--- src/rtl/clk_div_multi.sv ---
// Multi-channel clock divider / tick generator: per-channel divisor, enable and toggle/pulse mode.
// Define CLKDIV_ALIGN_EN to make a load on any channel restart (phase-align) every channel.
module clk_div_multi #(
  parameter int CH          = 2,
  parameter int CNT_W       = 33,
  parameter int DEFAULT_DIV = 1040000
) (
  input  logic                clk,
  input  logic                reset,
  input  logic [CH-1:0]       en,
  input  logic [CH-1:0]       load,
  input  logic [CH*CNT_W-1:0] div_in,
  input  logic [CH-1:0]       mode,
  output logic [CH-1:0]       out,
  output logic [CH-1:0]       tick
);

  localparam logic [CNT_W-1:0] DEF_DIV = CNT_W'(DEFAULT_DIV);

  if (CH < 1) begin : g_bad_ch
    $error("clk_div_multi: CH must be at least 1");
  end

  if (DEFAULT_DIV < 0 || (64'(DEFAULT_DIV) >> CNT_W) != 64'd0) begin : g_bad_div
    $error("clk_div_multi: DEFAULT_DIV does not fit in CNT_W bits");
  end

  // Per-cycle decision for one channel, listed in priority order.
  typedef enum logic [2:0] {
    ACT_LOAD,
    ACT_RESTART,
    ACT_HOLD,
    ACT_TERM,
    ACT_COUNT
  } action_t;

  typedef struct packed {
    logic [CNT_W-1:0] cnt;
    logic [CNT_W-1:0] div_q;
    logic             out;
    logic             tick;
  } chan_t;

  logic restart_all;

`ifdef CLKDIV_ALIGN_EN
  assign restart_all = |load;
`else
  assign restart_all = 1'b0;
`endif

  for (genvar i = 0; i < CH; i++) begin : g_ch
    chan_t            cur;
    chan_t            nxt;
    action_t          act;
    logic [CNT_W-1:0] div_new;

    assign div_new = div_in[i*CNT_W +: CNT_W];

    always_comb begin
      // NOTE: every always_comb output gets a default first so no path can infer a latch.
      act = ACT_COUNT;
      if (load[i]) begin
        act = ACT_LOAD;
      end else if (restart_all) begin
        act = ACT_RESTART;
      end else if (!en[i]) begin
        act = ACT_HOLD;
      end else if (cur.cnt >= cur.div_q) begin
        // >= rather than == so a count left above the divisor still terminates.
        act = ACT_TERM;
      end
    end

    always_comb begin
      nxt      = cur;
      nxt.tick = 1'b0;
      unique case (act)
        ACT_LOAD: begin
          nxt.div_q = div_new;
          nxt.cnt   = '0;
          nxt.out   = 1'b0;
        end
        ACT_RESTART: begin
          nxt.cnt = '0;
          nxt.out = 1'b0;
        end
        ACT_HOLD: begin
          nxt.cnt = cur.cnt;
        end
        ACT_TERM: begin
          nxt.cnt  = '0;
          nxt.tick = 1'b1;
          nxt.out  = mode[i] ? 1'b1 : ~cur.out;
        end
        ACT_COUNT: begin
          nxt.cnt = cur.cnt + 1'b1;
          if (mode[i]) begin
            nxt.out = 1'b0;
          end
        end
        default: begin
          nxt.cnt = cur.cnt;
        end
      endcase
    end

    // NOTE: the divisor register is reset too, so an asynchronous reset discards any loaded value.
    always_ff @(posedge clk or negedge reset) begin
      if (!reset) begin
        cur <= '{cnt: '0, div_q: DEF_DIV, out: 1'b0, tick: 1'b0};
      end else begin
        // NOTE: state registers use non-blocking assignment so all channels update together.
        cur <= nxt;
      end
    end

    assign out[i]  = cur.out;
    assign tick[i] = cur.tick;
  end

endmodule

--- config.mk ---
export PLATFORM = sky130hd
export DESIGN_NAME = clk_div_multi
export DESIGN_NICKNAME = d
export VERILOG_FILES = /design/src/rtl/clk_div_multi.sv
export SDC_FILE = /design/constraint.sdc
export NUM_CORES = 1
export LEC_CHECK = 0
export BUFFER_PORTS_ARGS = -buffer_cell sky130_fd_sc_hd__buf_2
export CORE_MARGIN = 8
export CORE_UTILIZATION = 35
export CTS_CLUSTER_SIZE = 10
export DETAILED_ROUTE_END_ITERATION = 7
export HOLD_SLACK_MARGIN = 0.05
export PLACE_DENSITY = 0.58
export SYNTH_ARGS = -nofsm -noshare
export SYNTH_HDL_FRONTEND = slang
export SYNTH_SLANG_ARGS = --single-unit
--- constraint.sdc ---
create_clock -name clk -period 2.4 [get_ports clk]
set_input_delay 0.12 -clock clk [delete_from_list [all_inputs] [get_ports clk]]
set_output_delay 0.12 -clock clk [all_outputs]
set_load 0.1 [all_outputs]
==> results by group <==
Outcome
  • Status: complete, but fails checks
  • Failing checks: negative setup slack

Critical path
  • Worst reg2reg setup slack: -0.08 ns
  • Crit-path cells: ha_1 -> a21oi_1 -> nand2_1 -> a221oi_1 -> nand4b_1 -> buf_4 -> buf_8 -> nor4bb_1 -> mux2_4
  • Worst reg2reg startpoint: g_ch[1].cur[66]
  • Crit start category: flop
  • CP max stage cell: a221oi_1
  • CP Capture Type: flop
  • Critical path origin: g_ch[1].cur[66]
  • Arr. time, crit path: 2.84 ns
  • Worst path max stage delay: 0.44 ns
  • Worst setup path category: flop to flop
  • Reg2Reg Depth: 9
  • Crit path max fanout: 19
  • Required time of the critical path: 2.76 ns

Placement
  • Final GP Congestion: 0.862
  • I/O Buffers: 77
  • Final HPWL DP: 16000 µm
  • Post-DP Area: around 10000 µm²

Synthesis
  • Share of the yosys chip area belonging to registers: 40.7%
  • Net count after synthesis: around 1100
  • Mapped Area: 8440 µm²
  • Area leader, netlist: dfrtp_1
  • Synth Warn #: 0
  • Mapped Cells: between 900 and 1000
  • Top cell type's share of synthesized area: 33.8%
  • Top cells by area, synth: dfrtp_1 (34%), ha_1 (10%), dfstp_2 (6.9%)
  • Mean Syn Cell Area: just under 9 µm²
  • Netlist cell types: 68
  • Synth Flop Type: dfrtp_1
  • Post-synth ARST share: 100%
  • Number of synthesized register bits: 136
  • EDFF count, synth: 0

Power
  • Power Dens Cells: 482 nW/µm²
  • Static Leak: approximately 5.6 nW
  • Peak supply drop: 385 µV

Global routing
  • First-pass GRT wire length: just over 40000 µm
  • Initial antenna violation count: 0
  • Congestion Overflow GR: 0
  • Largest net degree at the start of global routing: 70
  • Gr usage total: 16.8%
  • Vias in the first global route: 8355

Layout
  • Layout cells sized above 1: 32.5%
  • Most frequent cells in the layout: buf_4 (131), nand2_1 (128), dfrtp_1 (114)
  • Commonest non-fill, non-tap cell in the layout: buf_4
  • N_diodes: 0
  • Synth-to-layout area growth: 46.8%
  • Post-route cell area: around 12000 µm²
  • NumNets Final: 1361

STA
  • Peak Freq: 404 MHz
  • Fin. max-slew vios: 0
  • Post-route minimum period: between 2 and 2.5 ns
  • Setup TNS: -0.599 ns
  • Final setup margin: -0.0772 ns
  • Rel. slew slack: 53.5%
  • Setup violations, final: 23
  • Fin crit share: 103%
  • RSZ-0062 raised after global routing: yes
  • Worst Clk Skew: 0.0137 ns
  • Least-Margin Pin Slew: 0.697 ns
  • Final Hold Vio Count: 0

Detailed routing
  • DR vias/cell: ~5.2
  • Detailed-route DRC error count: 0
  • Vias: 8147
  • Final ANT Viol Nets: 0
  • Overall routed net length: 24500 µm
  • DR WL/cell: 15.8 µm
  • Detailed Routing Iterations Pass 1: 5
  • DR iter-0 viols: 533

Floorplan
  • IO Pins: 78
  • Starting Density: 35.2%
  • Die width: 171 µm
  • DIE AREA: 29300 µm²
  • Core area: 24000 µm²
  • # rows: between 50 and 60
  • Die Y: 171 µm

Clock network
  • Htree depth: 4
  • Max clock buf depth: 2
  • CTS tree: yes
  • Clk slew on worst S/H paths: 0.06 ns
  • Num CTS Buffers: 17
  • Worst skew pair latency: 0.43 ns
  • Clock sink total: 136
  • Clk root buf: clkbuf_16

Worst hold path
  • Worst hold stages: 3
  • Hold wc startpoint: load[1]
  • Worst hold path type: primary input to flop

Flow run
  • Max-Cap Viols: 0
-- power breakdown --
group | total, mW | leakage (nW) | switching, mW | internal, mW
Clock | 2.70 | 0.286 | 1.05 | 1.65
Combinational | 0.795 | 3.57 | 0.421 | 0.374
Sequential | 2.47 | 1.74 | 0.0399 | 2.43
-- metrics by stage --
| step | setup WS (ns) | power, mW | hold slack (ns) | util [%] | std cells |
|---|---|---|---|---|---|
| 6_report | -0.0772 | 5.97 | 0.0705 | 51.7 | 1556 |
| 5_1_grt | -0.206 | 6.26 | 0.0800 | 51.7 | 1556 |
| 4_1_cts | -0.0742 | 6.02 | 0.0534 | 49.7 | 1547 |
| 3_5_place_dp | -0.243 | 3.15 | 0.131 | 41.9 | 1428 |
| 3_3_place_gp | -0.177 | 3.13 | 0.134 | 41.9 | 1428 |
| 2_1_floorplan | 0.00507 | 2.83 | -0.176 | - | 951 |
-- metal layers --
metal	track usage [%]	part of all wire (%)
met2	30.3	52
met3	3.26	3.7
met5	0	0
met4	4.73	1.6
met1	20.1	43
-- final cells by class --
cell class | count | area [µm²]
fillers | 2210 | 11600
multi-input cells | 684 | 5180
flip-flops and latches | 136 | 3430
repair buffers | 300 | 2460
clock buffers | 23 | 488
well taps | 324 | 405
inverters | 80 | 303
clock inverters | 9 | 114
-- synthesized netlist by cell type, drive strengths merged, types with 10 or more instances --
| cell type | n |
|---|---|
| nand3 | 44 |
| clkbuf | 31 |
| ha | 68 |
| dfstp | 22 |
| o31ai | 11 |
| nor3 | 54 |
| and2 | 12 |
| nor2 | 29 |
| nand4 | 19 |
| nor4 | 25 |
| a21oi | 32 |
| a221o | 28 |
| o21ai | 82 |
| o21a | 10 |
| buf | 20 |
| dfrtp | 114 |
| inv | 79 |
| and3 | 17 |
| nand2 | 130 |
-- worst max-delay path, delay by kind of cell, from the launching register on --
kind / cells / cell delay, ns
adders and majority gates: 1 / 0.32
and+or+nand+nor: 3 / 0.53
AOI/OAI and AO/OA: 2 / 0.59
muxes: 1 / 0.21
DFF: 1 / 0.39
buffers and inverters: 2 / 0.36
-- sequential cells by signal, indices dropped and copies added, names as in the netlist --
name and cells:
g_ch.cur 132, out 2, tick 2
-- timing repair --
action                                  4_1_cts  5_1_grt
setup buffers                                17       11
endpoints found under the setup margin       58       63
hold endpoints to repair                    119        0
hold buffers                                 69        0
gates resized for setup                      67       77
gates cloned                                  2        0
pin swaps                                    31       40
-- final timing paths --
path,endpoint
min reg2reg,g_ch[0].cur[21]
min,tick[1]
max in group asynchronous,g_ch[0].cur[21]
max reg2reg,g_ch[1].cur[66]
max,g_ch[1].cur[66]
min in group asynchronous,g_ch[1].cur[15]
-- kinds of logic (layout without fill, tap and decap cells) --
logic type	after synthesis	in the layout	synth area share, %
AOI/OAI and AO/OA	223	223	17.9
adders and majority gates	68	68	10.1
muxes	7	7	0.934
DFF	136	136	40.7
and+or+nand+nor	386	386	24.1
buffers and inverters	131	412	6.30
Note: power is estimated with default switching activity, not from simulation.
